===== src/rtl/fifo_rd_pkg.sv =====
// fifo_rd_pkg: shared sizing helpers for the FIFO read-side drain engine.
// Provides buffer depth from read latency and a non-power-of-two pointer wrap.
package fifo_rd_pkg;

    localparam int MAX_RD_LATENCY = 2;

    // One slot per in-flight read plus two so a pop and a push can overlap
    // without starving the issue logic.
    function automatic int buf_depth(input int rd_latency);
        return rd_latency + 2;
    endfunction

    function automatic int ptr_inc(input int ptr, input int depth);
        return (ptr == depth - 1) ? 0 : ptr + 1;
    endfunction

endpackage


===== src/rtl/fifo_stream_reader_if.sv =====
// fifo_stream_reader_if: FIFO read port plus downstream valid/ready stream.
// master = drain engine side, slave = FIFO / downstream consumer side.
interface fifo_stream_reader_if #(
    parameter int DATA_WIDTH = 16
) ();
    logic                  fifo_empty;
    logic [DATA_WIDTH-1:0] fifo_data;
    logic                  fifo_r_en;
    logic                  m_valid;
    logic                  m_ready;
    logic [DATA_WIDTH-1:0] m_data;

    modport master (
        input  fifo_empty, fifo_data, m_ready,
        output fifo_r_en, m_valid, m_data
    );

    modport slave (
        output fifo_empty, fifo_data, m_ready,
        input  fifo_r_en, m_valid, m_data
    );
endinterface


===== src/rtl/rd_skid_buf.sv =====
// rd_skid_buf: circular register buffer of DEPTH words (any depth >= 2).
// Ports: clk/rst, i_push/i_data write, i_pop read, o_occ count, o_head_data.
module rd_skid_buf
    import fifo_rd_pkg::*;
#(
    parameter int DATA_WIDTH = 16,
    parameter int DEPTH      = 3,
    localparam int PW        = $clog2(DEPTH),
    localparam int OW        = $clog2(DEPTH + 1)
) (
    input  logic                  clk,
    input  logic                  rst,
    input  logic                  i_push,
    input  logic [DATA_WIDTH-1:0] i_data,
    input  logic                  i_pop,
    output logic [OW-1:0]         o_occ,
    output logic [DATA_WIDTH-1:0] o_head_data
);
    localparam logic [OW-1:0] ONE  = OW'(1);
    localparam logic [OW-1:0] FULL = OW'(DEPTH);

    logic [DATA_WIDTH-1:0] r_mem [DEPTH];
    logic [PW-1:0]         r_head;
    logic [PW-1:0]         r_tail;
    logic [OW-1:0]         r_occ;
    logic                  w_pop;

    function automatic logic [PW-1:0] nxt(input logic [PW-1:0] p);
        return PW'(ptr_inc(int'(p), DEPTH));
    endfunction

    assign w_pop = i_pop & (r_occ != '0);

    always_ff @(posedge clk or posedge rst) begin
        if (rst) begin
            r_head <= '0;
            r_tail <= '0;
            r_occ  <= '0;
            for (int i = 0; i < DEPTH; i++) r_mem[i] <= '0;
        end else begin
            if (i_push) begin
                r_mem[r_tail] <= i_data;
                r_tail        <= nxt(r_tail);
            end
            if (w_pop) r_head <= nxt(r_head);
            if (i_push && !w_pop)      r_occ <= r_occ + ONE;
            else if (!i_push && w_pop) r_occ <= r_occ - ONE;
        end
    end

    assign o_occ       = r_occ;
    assign o_head_data = r_mem[r_head];

    // The issuer reserves a slot for every in-flight read.
    a_no_overflow: assert property (
        @(posedge clk) disable iff (rst) i_push |-> (r_occ != FULL)
    );

endmodule


===== src/rtl/fifo_stream_reader.sv =====
// fifo_stream_reader: drains an async FIFO read port into a valid/ready stream.
// Ports: clk/rst, en (allow reads), bus (FIFO + stream), word_count, idle.
module fifo_stream_reader
    import fifo_rd_pkg::*;
#(
    parameter int DATA_WIDTH = 16,
    parameter int RD_LATENCY = 1,
    parameter int CNT_WIDTH  = 32
) (
    input  logic                 clk,
    input  logic                 rst,
    input  logic                 en,
    fifo_stream_reader_if.master bus,
    output logic [CNT_WIDTH-1:0] word_count,
    output logic                 idle
);
    localparam int BUF_DEPTH = buf_depth(RD_LATENCY);
    localparam int OW        = $clog2(BUF_DEPTH + 1);
    localparam int CW        = OW + 1;

    if (RD_LATENCY < 0 || RD_LATENCY > MAX_RD_LATENCY) begin : g_bad_lat
        $error("RD_LATENCY out of range");
    end

    logic [OW-1:0]        w_occ;
    logic [OW-1:0]        w_inflight_cnt;
    logic [CW-1:0]        w_credit_used;
    logic                 w_r_en;
    logic                 w_push;
    logic                 w_pop;
    logic [CNT_WIDTH-1:0] r_word_count;

    // Credit uses only registered state, so m_ready never reaches fifo_r_en.
    assign w_credit_used = {1'b0, w_occ} + {1'b0, w_inflight_cnt};
    assign w_r_en = ~rst & en & ~bus.fifo_empty
                  & (w_credit_used < CW'(BUF_DEPTH));
    assign bus.fifo_r_en = w_r_en;

    if (RD_LATENCY == 0) begin : g_no_pipe
        assign w_push         = w_r_en;
        assign w_inflight_cnt = '0;
    end else begin : g_pipe
        logic [RD_LATENCY-1:0] r_inflight;

        always_ff @(posedge clk or posedge rst) begin
            if (rst) begin
                r_inflight <= '0;
            end else begin
                r_inflight[0] <= w_r_en;
                for (int i = 1; i < RD_LATENCY; i++)
                    r_inflight[i] <= r_inflight[i-1];
            end
        end

        always_comb begin
            w_inflight_cnt = '0;
            for (int i = 0; i < RD_LATENCY; i++)
                w_inflight_cnt = w_inflight_cnt + OW'(r_inflight[i]);
        end

        assign w_push = r_inflight[RD_LATENCY-1];
    end

    rd_skid_buf #(
        .DATA_WIDTH (DATA_WIDTH),
        .DEPTH      (BUF_DEPTH)
    ) u_buf (
        .clk         (clk),
        .rst         (rst),
        .i_push      (w_push),
        .i_data      (bus.fifo_data),
        .i_pop       (w_pop),
        .o_occ       (w_occ),
        .o_head_data (bus.m_data)
    );

    assign bus.m_valid = (w_occ != '0);
    assign w_pop       = bus.m_valid & bus.m_ready;

    always_ff @(posedge clk or posedge rst) begin
        if (rst) r_word_count <= '0;
        else if (w_pop) r_word_count <= r_word_count + CNT_WIDTH'(1);
    end

    assign word_count = r_word_count;
    assign idle       = (w_occ == '0) & (w_inflight_cnt == '0);

endmodule

===== src/flat_wrapper.sv =====
// flat-port wrapper written by rule: the top's interface ports become plain ports
module fifo_stream_reader_flat import fifo_rd_pkg::*;
#(
    parameter int DATA_WIDTH = 16,
    parameter int RD_LATENCY = 1,
    parameter int CNT_WIDTH  = 32
)
  (clk, rst, en, word_count, idle, bus_fifo_empty, bus_fifo_data, bus_m_ready, bus_fifo_r_en, bus_m_valid, bus_m_data);
  fifo_stream_reader_if #(.DATA_WIDTH(DATA_WIDTH)) bus_i ();
  input  logic clk;
  input  logic rst;
  input  logic en;
  output logic [CNT_WIDTH-1:0] word_count;
  output logic idle;
  input wire logic [$bits(bus_i.fifo_empty)-1:0] bus_fifo_empty;
  input wire logic [$bits(bus_i.fifo_data)-1:0] bus_fifo_data;
  input wire logic [$bits(bus_i.m_ready)-1:0] bus_m_ready;
  output wire logic [$bits(bus_i.fifo_r_en)-1:0] bus_fifo_r_en;
  output wire logic [$bits(bus_i.m_valid)-1:0] bus_m_valid;
  output wire logic [$bits(bus_i.m_data)-1:0] bus_m_data;
  assign bus_i.fifo_empty = bus_fifo_empty;
  assign bus_i.fifo_data = bus_fifo_data;
  assign bus_i.m_ready = bus_m_ready;
  assign bus_fifo_r_en = bus_i.fifo_r_en;
  assign bus_m_valid = bus_i.m_valid;
  assign bus_m_data = bus_i.m_data;
  fifo_stream_reader #(.DATA_WIDTH(DATA_WIDTH), .RD_LATENCY(RD_LATENCY), .CNT_WIDTH(CNT_WIDTH)) u_core (.clk(clk), .rst(rst), .en(en), .bus(bus_i), .word_count(word_count), .idle(idle));
endmodule

===== config.mk =====
export PLATFORM = sky130hd
export DESIGN_NAME = fifo_stream_reader_flat
export DESIGN_NICKNAME = d
export VERILOG_FILES = /design/src/rtl/fifo_rd_pkg.sv /design/src/rtl/fifo_stream_reader_if.sv /design/src/rtl/rd_skid_buf.sv /design/src/rtl/fifo_stream_reader.sv /design/src/flat_wrapper.sv
export SDC_FILE = /design/constraint.sdc
export NUM_CORES = 1
export LEC_CHECK = 0
export ABC_AREA = 1
export BUFFER_PORTS_ARGS = -buffer_cell sky130_fd_sc_hd__buf_2
export CAP_MARGIN = 0
export CORE_MARGIN = 1.5
export CORE_UTILIZATION = 30
export DETAILED_ROUTE_END_ITERATION = 8
export PLACE_DENSITY_LB_ADDON = 0.2
export SETUP_SLACK_MARGIN = 0.02
export SLEW_MARGIN = 25
export SYNTH_ARGS = -nofsm -noshare
export SYNTH_HDL_FRONTEND = slang
export SYNTH_SLANG_ARGS = --single-unit

===== constraint.sdc =====
create_clock -name clk -period 2.1 [get_ports clk]
set_input_delay 0 -clock clk [delete_from_list [all_inputs] [get_ports clk]]
set_output_delay 0 -clock clk [all_outputs]
set_load 0.1 [all_outputs]

==> insert_results.sql, run 1 <==
INSERT INTO impl_metrics (metric_group, metric, value, unit) VALUES
('run_status', 'result_of_the_run', 'complete, no violations', ''),
('sta', 'post-route-period-util', '0.9013', ''),
('clock_network', 'clk-insertion-delay-late', '0.35', 'ns'),
('global_routing', 'pin_count_of_the_biggest_net_entering_global_routing', '88', ''),
('worst_setup_path', 'crit-reg2reg-launch', 'u_core.g_pipe.r_inflight', ''),
('place', 'detailed_place.area', '4903', 'µm²'),
('power', 'ir_worst_vdd', '1.293', 'mV'),
('worst_setup_path', 'critical-path-top-delay-family', 'flip-flops', ''),
('worst_setup_path', 'critPathLaunchType', 'flop', ''),
('logic_synthesis', 'synth.largest_area_cell', 'sky130_fd_sc_hd__dfrtp_1', ''),
('clock_network', 'clock_sinks', '87', ''),
('logic_synthesis', 'area_share_of_the_largest_cell_type_after_synthesis', '0.5068', ''),
('worst_setup_path', 'endpoint_kind', 'primary output', ''),
('logic_synthesis', 'netlist_instances', '517', ''),
('sta', 'final_hold_viol_count', '0', ''),
('worst_setup_path', 'worst-r2r-cell-count', '6', ''),
('logic_synthesis', 'synth_async_sr_flop_share', '1.000', ''),
('die', 'die_height', '122.7', 'µm'),
('logic_synthesis', 'syn_nets', '542', ''),
('global_routing', 'first_global_vias', '3562', ''),
('logic_synthesis', 'netlist_area', '4295', 'µm²'),
('sta', 'headroom_to_the_max_slew_limit', '0.6716', ''),
('global_routing', 'gr-total-overflow', '0', ''),
('die', 'floorplan.rows', '43', ''),
('sta', 'tightest_slew', '0.4960', 'ns'),
('logic_synthesis', 'largest_cells_by_area_after_synthesis', 'sky130_fd_sc_hd__dfrtp_1 51%, sky130_fd_sc_hd__nand2_1 16%, sky130_fd_sc_hd__o21ai_0 6.2%', ''),
('power', 'p_seq_frac', '0.296', ''),
('power', 'power.clock.fraction', '0.182', ''),
('worst_setup_path', 'cp_data_arrival_time', '1.89', 'ns'),
('route', 'drt_first_iter_violations', '157', ''),
('worst_setup_path', 'worst_setup_path_class', 'flop to primary output', ''),
('logic_synthesis', 'yosys_register_bits', '87', ''),
('logic_synthesis', 'yosysUniqueCellTypes', '28', ''),
('die', 'floorplan.die_area', '15040', 'µm²'),
('finish', 'antennaDiodeCount', '0', ''),
('place', 'routability_congestion_estimate_from_global_placement', '0.8288', ''),
('route', 'wirelength_per_cell', '13.40', 'µm'),
('clock_network', 'tritoncts.num_buffers', '9', ''),
('place', 'placement.io_buffers', '71', ''),
('route', 'detailedRoute.firstPassIterationCount', '4', ''),
('worst_setup_path', 'cpMostUsedCell', 'sky130_fd_sc_hd__ha_1', ''),
('logic_synthesis', 'synth-warning-count', '0', ''),
('logic_synthesis', 'synth_most_common_cell', 'sky130_fd_sc_hd__nand2_1', ''),
('route', 'vias_per_cell', '4.457', ''),
('clock_network', 'clk_pin_slew', '0.06', 'ns'),
('sta', 'grt_setup_unrepaired', 'false', ''),
('die', 'design.core.area', '13930', 'µm²'),
('finish', 'layout-drive-gt1-share', '0.2094', ''),
('worst_setup_path', 'cp_max_fo', '8', ''),
('min_path', 'timing.hold.worst.class', 'input port to flop', ''),
('global_routing', 'gr-usage-all-layers', '0.1533', ''),
('finish', 'layout-area-overhead-vs-synth', '26.51', '%'),
('power', 'power-per-cell-area', '1645', 'nW/µm²'),
('clock_network', 'htreeDepth', '3', ''),
('sta', 'final-setup-viol-count', '0', ''),
('worst_setup_path', 'critical_path.startpoint', 'u_core.g_pipe.r_inflight', ''),
('finish', 'post-route-util', '0.3900', ''),
('logic_synthesis', 'yosys-top-cells-count', '178 x sky130_fd_sc_hd__nand2_1, 87 x sky130_fd_sc_hd__dfrtp_1, 63 x sky130_fd_sc_hd__inv_1', ''),
('worst_setup_path', 'required', '2.10', 'ns'),
('die', 'floorplan.io_pins', '72', ''),
('logic_synthesis', 'synth-edff-count', '0', ''),
('finish', 'fin_area', '5434', 'µm²'),
('clock_network', 'clockRootBuffer', 'sky130_fd_sc_hd__clkbuf_16', ''),
('clock_network', 'tritoncts', 'built', ''),
('global_routing', 'global_route_wire_length_before_repair', '17.68', 'mm'),
('sta', 'fin_skew', '0.006466', 'ns'),
('worst_setup_path', 'cp_num_cells', '6', ''),
('clock_network', 'clk_path_buf_depth', '2', ''),
('sta', 'report.final.slew_viol_count', '0', ''),
('logic_synthesis', 'seq_area_frac_synth', '0.5068', ''),
('worst_setup_path', 'worst-path-buf-inv', '1', '');
## repair_timing
action | 4_1_cts | 5_1_grt
cloned | 0 | 0
resized for setup | 2 | 16
endpoints found under the setup margin | 2 | 16
hold endpoints to repair | 136 | 0
hold buffers | 19 | 0
## power by group through the flow
stage | sequential [mW] | clock, mW | combinational (mW)
2_1_floorplan | 3.02 | 0 | 3.43
3_3_place_gp | 2.64 | 0 | 4.48
3_5_place_dp | 2.67 | 0 | 4.54
4_1_cts | 2.65 | 1.69 | 4.60
5_1_grt | 2.74 | 1.74 | 4.97
6_report | 2.65 | 1.62 | 4.67
## layer usage
metal	share of wire	up-vias	track usage
li1	-	1810	-
met1	0.48	1659	0.2025
met5	0	-	0
met3	0.045	12	0.04507
met4	0.015	0	0.04433
met2	0.46	67	0.2441
## cells in the final DEF (no fill, tap or decap)
| master | count |
|---|---|
| sky130_fd_sc_hd__nand3_2 | 2 |
| sky130_fd_sc_hd__inv_1 | 61 |
| sky130_fd_sc_hd__xor2_1 | 8 |
| sky130_fd_sc_hd__clkbuf_1 | 1 |
| sky130_fd_sc_hd__nor2_4 | 8 |
| sky130_fd_sc_hd__nand2_1 | 178 |
| sky130_fd_sc_hd__nor2_2 | 11 |
| sky130_fd_sc_hd__xnor2_1 | 6 |
| sky130_fd_sc_hd__nand3_4 | 2 |
| sky130_fd_sc_hd__clkbuf_4 | 15 |
| sky130_fd_sc_hd__buf_4 | 8 |
| sky130_fd_sc_hd__nor3_2 | 1 |
| sky130_fd_sc_hd__nor2_8 | 1 |
| sky130_fd_sc_hd__ha_4 | 1 |
| sky130_fd_sc_hd__nor3_1 | 1 |
| sky130_fd_sc_hd__nand4_1 | 1 |
| sky130_fd_sc_hd__clkbuf_16 | 9 |
| sky130_fd_sc_hd__nor2_1 | 22 |
| sky130_fd_sc_hd__bufinv_16 | 1 |
| sky130_fd_sc_hd__ha_1 | 3 |
| sky130_fd_sc_hd__or2_2 | 1 |
| sky130_fd_sc_hd__o21ai_0 | 53 |
| sky130_fd_sc_hd__a21oi_2 | 1 |
| sky130_fd_sc_hd__nand2_4 | 2 |
| sky130_fd_sc_hd__inv_6 | 1 |
| sky130_fd_sc_hd__dfrtp_1 | 87 |
| sky130_fd_sc_hd__nand3_1 | 16 |
| sky130_fd_sc_hd__nand2_2 | 2 |
| sky130_fd_sc_hd__xor2_2 | 1 |
| sky130_fd_sc_hd__o211ai_1 | 16 |
| sky130_fd_sc_hd__buf_2 | 54 |
| sky130_fd_sc_hd__buf_12 | 1 |
| sky130_fd_sc_hd__dlygate4sd3_1 | 19 |
| sky130_fd_sc_hd__inv_2 | 1 |
| sky130_fd_sc_hd__nand3b_1 | 14 |
| sky130_fd_sc_hd__clkinvlp_4 | 6 |
| sky130_fd_sc_hd__a21oi_1 | 1 |
## state kept, by name, summed over array words and instances, names as in the netlist
name	count
u_core.u_buf.r_tail	2
u_core.u_buf.r_head	2
u_core.word_count	32
u_core.g_pipe.r_inflight	1
u_core.u_buf.o_occ	2
u_core.u_buf.r_mem	48
## cell families after synthesis
logic type / synth area share
and+or+nand+nor: 0.2852
DFF: 0.5068
buffers and inverters: 0.07195
AOI/OAI and AO/OA: 0.09205
xor gates and xnor gates: 0.03233
adders and majority gates: 0.01165
## worst reg2reg max path, cell delays in order, from the launching register on
cell                            delay (ns)
sky130_fd_sc_hd__dfrtp_1              0.49
sky130_fd_sc_hd__ha_1                 0.24
sky130_fd_sc_hd__ha_1                 0.18
sky130_fd_sc_hd__nor2_1               0.08
sky130_fd_sc_hd__nand3_1              0.08
sky130_fd_sc_hd__a21oi_2              0.13
sky130_fd_sc_hd__dlygate4sd3_1        0.56
## per-stage QoR
step	hold WS, ns	power [mW]	std cells	setup slack (ns)	setup TNS (ns)
global route	0.1020	9.445	796	0.07201	0
global placement	0.2738	7.127	761	0.4526	0
finish	0.06169	8.937	796	0.2072	0
detailed placement	0.2711	7.210	761	0.3978	0
floorplan	0.1760	6.446	517	-0.2502	-3.184
CTS	0.05530	8.932	796	0.02163	0
## path summary, 6_finish.rpt
check,to,slack [ns]
max reg2reg,u_core.g_pipe.r_inflight,0.29
max in group asynchronous,u_core.u_buf.r_mem[17],1.33
min,u_core.word_count[1],0.06
max,bus_fifo_r_en,0.21
min in group asynchronous,u_core.word_count[15],0.44
min reg2reg,u_core.u_buf.r_mem[24],0.48
## area by class of cell
type                            instances  area [µm²]  area share
Tap cell                              180       225.2     0.04145
Timing Repair Buffer                   97       653.1      0.1202
Clock inverter                          6       68.82     0.01266
Clock buffer                           10       229.0     0.04214
Sequential cell                        87        2177      0.4006
Multi-Input combinational cell        352        1833      0.3373
Inverter                               64       247.7     0.04559
No activity file was read; power rests on OpenSTA's default activity.
==> run 2, diff against run 1 <==
--- a/config.mk
+++ b/config.mk
@@ -17,3 +17,4 @@
 export SYNTH_ARGS = -nofsm -noshare
 export SYNTH_HDL_FRONTEND = slang
 export SYNTH_SLANG_ARGS = --single-unit
+export TNS_END_PERCENT = 5
==> constraint.sdc (replaced) <==
create_clock -name clk -period 2 [get_ports clk]
set_input_delay 0 -clock clk [delete_from_list [all_inputs] [get_ports clk]]
set_output_delay 0 -clock clk [all_outputs]
set_load 0.1 [all_outputs]
==> insert_results.sql, run 2 (synthesized netlist as in run 1, its figures left out) <==
INSERT INTO impl_metrics (metric_group, metric, value, unit) VALUES
('power', 'p_seq_frac', '0.278', ''),
('die', 'start_util', '0.3083', ''),
('worst_setup_path', 'endpoint_kind', 'flop', ''),
('place', 'placement.io_buffers', '71', ''),
('clock_network', 'tritoncts', 'built', ''),
('global_routing', 'gr-usage-all-layers', '0.1498', ''),
('power', 'power.clock.fraction', '0.177', ''),
('sta', 'final_period_minus_worst_setup_slack', '1.890', 'ns'),
('route', 'detailedRoute.firstPassIterationCount', '4', ''),
('die', 'floorplan.io_pins', '72', ''),
('sta', 'fin_skew', '0.006342', 'ns'),
('route', 'wirelength_per_cell', '13.10', 'µm'),
('global_routing', 'global_route_wire_length_before_repair', '17.37', 'mm'),
('worst_setup_path', 'path_cells', 'ha_1, ha_1, nor2_1, nand3_1, a21oi_4, dlygate4sd3_1', ''),
('finish', 'fillers', '1436', ''),
('die', 'die_width', '122.7', 'µm'),
('sta', 'headroom_to_the_max_slew_limit', '0.6691', ''),
('finish', 'fin_area', '5585', 'µm²'),
('sta', 'fmax', '529.1', 'MHz'),
('finish', 'layout-drive-gt1-share', '0.2116', ''),
('sta', 'holdWs', '0.06149', 'ns'),
('sta', 'final-setup-viol-count', '0', ''),
('finish', 'final_nets', '639', ''),
('worst_setup_path', 'cp_max_fo', '8', ''),
('finish', 'layout_commonest_cell', 'sky130_fd_sc_hd__nand2_1', ''),
('die', 'design.core.area', '13930', 'µm²'),
('sta', 'tightest_slew', '0.4999', 'ns'),
('sta', 'grt_setup_unrepaired', 'true', ''),
('clock_network', 'clk_path_buf_depth', '2', ''),
('place', 'detailed_place.area', '5067', 'µm²'),
('clock_network', 'clock_sinks', '87', ''),
('clock_network', 'cts_setup_buffers', '0', ''),
('place', 'dpl.cell_count', '764', ''),
('worst_setup_path', 'cp_data_arrival_time', '2.18', 'ns'),
('power', 'combinationalPowerShare', '0.545', ''),
('sta', 'report.final.slew_viol_count', '0', ''),
('clock_network', 'htreeDepth', '3', ''),
('finish', 'most-common-layout-cells', '178 x sky130_fd_sc_hd__nand2_1, 87 x sky130_fd_sc_hd__dfrtp_1, 62 x sky130_fd_sc_hd__inv_1, 54 x sky130_fd_sc_hd__buf_2, 53 x sky130_fd_sc_hd__o21ai_0', ''),
('worst_setup_path', 'worst_setup_path_class', 'flop to flop', ''),
('finish', 'largest_register_ff_count', '48', ''),
('power', 'switching_power', '5.160', 'mW'),
('clock_network', 'clockRootBuffer', 'sky130_fd_sc_hd__clkbuf_16', ''),
('min_path', 'timing.hold.worst.class', 'input port to flop', ''),
('route', 'vias_per_cell', '4.516', ''),
('place', 'post-dp-hpwl', '7.233', 'mm'),
('sta', 'final_hold_viol_count', '0', ''),
('flow_run', 'drv_cap', '0', ''),
('run_status', 'result_of_the_run', 'complete, no violations', ''),
('worst_setup_path', 'critPathLaunchType', 'flop', ''),
('finish', 'post-route-util', '0.4008', ''),
('route', 'post-route-drc-count', '0', ''),
('power', 'internal-power', '4.837', 'mW'),
('finish', 'layoutNonFillerInstCount', '799', ''),
('die', 'floorplan.rows', '43', ''),
('global_routing', 'pin_count_of_the_biggest_net_entering_global_routing', '88', ''),
('power', 'ir_worst_vdd', '1.686', 'mV'),
('route', 'dr_total_vias', '3608', ''),
('power', 'power-per-cell-area', '1790', 'nW/µm²'),
('sta', 'post-route-period-util', '0.9451', ''),
('finish', 'antennaDiodeCount', '0', ''),
('sta', 'fin_setup_tns', '0', 'ns'),
('worst_setup_path', 'required', '2.29', 'ns'),
('power', 'power.share.switching', '0.5162', ''),
('clock_network', 'clk-insertion-delay-late', '0.35', 'ns'),
('global_routing', 'initial_antenna_violation_count', '0', ''),
('die', 'floorplan.die_area', '15040', 'µm²'),
('worst_setup_path', 'worst-path-buf-inv', '1', ''),
('place', 'routability_congestion_estimate_from_global_placement', '0.7764', ''),
('route', 'detail_route.wirelength', '10.46', 'mm'),
('die', 'die_height', '122.7', 'µm'),
('worst_setup_path', 'critical-path-slowest-cell', 'sky130_fd_sc_hd__dlygate4sd3_1', ''),
('finish', 'top_register', 'u_core.u_buf.r_mem', ''),
('worst_setup_path', 'critical-path-top-delay-family', 'buffers and inverters', ''),
('global_routing', 'first_global_vias', '3551', ''),
('route', 'drt_first_iter_violations', '192', ''),
('worst_setup_path', 'cpMostUsedCell', 'sky130_fd_sc_hd__ha_1', ''),
('worst_setup_path', 'cpPeakStageDelay', '0.56', 'ns'),
('global_routing', 'gr-total-overflow', '0', ''),
('clock_network', 'tritoncts.num_buffers', '9', ''),
('clock_network', 'clk_pin_slew', '0.07', 'ns'),
('route', 'antenna_violating_nets_post_route', '0', ''),
('finish', 'layout-area-overhead-vs-synth', '30.03', '%'),
('power', 'leakagePower', '2.823', 'nW');
[run 2: changes by cell type in the layout (fill, tap and decap cells not counted), sizes merged]
cell      previous run  this run
clkbuf              25         9
clkinv               0         1
clkinvlp             6         1
inv                 63        68
buf                 63        81
[run 2: worst min-delay path, delay by kind of cell]
| kind | cells | cell delay [ns] |
|---|---|---|
| buffers and inverters | 1 | 0.12 |
| AND/OR/NAND/NOR | 3 | 0.25 |
[run 2: path summary, 6_finish.rpt]
| kind | slack (ns) | from | end | depth (start not counted) |
|---|---|---|---|---|
| min reg2reg | 0.49 | u_core.u_buf.r_mem[16] | u_core.u_buf.r_mem[16] | 2 |
| max reg2reg | 0.11 | u_core.g_pipe.r_inflight | u_core.g_pipe.r_inflight | 6 |
| min | 0.06 | bus_m_ready | u_core.word_count[1] | 4 |
| max in group asynchronous | 1.23 | rst | u_core.word_count[22] | 4 |
| max | 0.11 | u_core.g_pipe.r_inflight | u_core.g_pipe.r_inflight | 6 |
| min in group asynchronous | 0.41 | rst | u_core.word_count[0] | 4 |
[run 2: what timing repair did]
item	4_1_cts	5_1_grt
setup endpoints to repair	8	17
gates resized for setup	7	1
hold buffers	19	0
endpoints found under the hold margin	136	0
[run 2: power groups by stage]
stage | Sequential, mW | Clock (mW) | Combinational, mW
finish | 2.78 | 1.77 | 5.45
global route | 2.87 | 1.89 | 5.76
CTS | 2.78 | 1.83 | 5.50
detailed placement | 2.80 | 0 | 5.37
global placement | 2.78 | 0 | 5.32
floorplan | 3.16 | 0 | 3.60
[run 2: per-stage QoR]
step | setup WS [ns] | total power [mW]
floorplan | -0.3502 | 6.761
global placement | 0.3730 | 8.101
detailed placement | 0.2997 | 8.171
CTS | 0.006756 | 10.11
global route | 0.005940 | 10.51
finish | 0.1099 | 9.998
[run 2: metal layers]
metal / track usage / vias to the layer above / wire length (µm)
met2: 0.2483 / 67 / 4937
met3: 0.04182 / 10 / 433
li1: - / 1827 / -
met1: 0.1871 / 1704 / 4940
met5: 0 / - / 0
met4: 0.05305 / 0 / 153
[run 2: layout make-up]
class / instances / area [µm²] / area share
Tap cell: 180 / 225.2 / 0.04032
Timing Repair Buffer: 100 / 800.8 / 0.1434
Multi-Input combinational cell: 352 / 1828 / 0.3273
Clock inverter: 7 / 85.08 / 0.01523
Clock buffer: 9 / 225.2 / 0.04032
Inverter: 64 / 244.0 / 0.04368
Sequential cell: 87 / 2177 / 0.3898
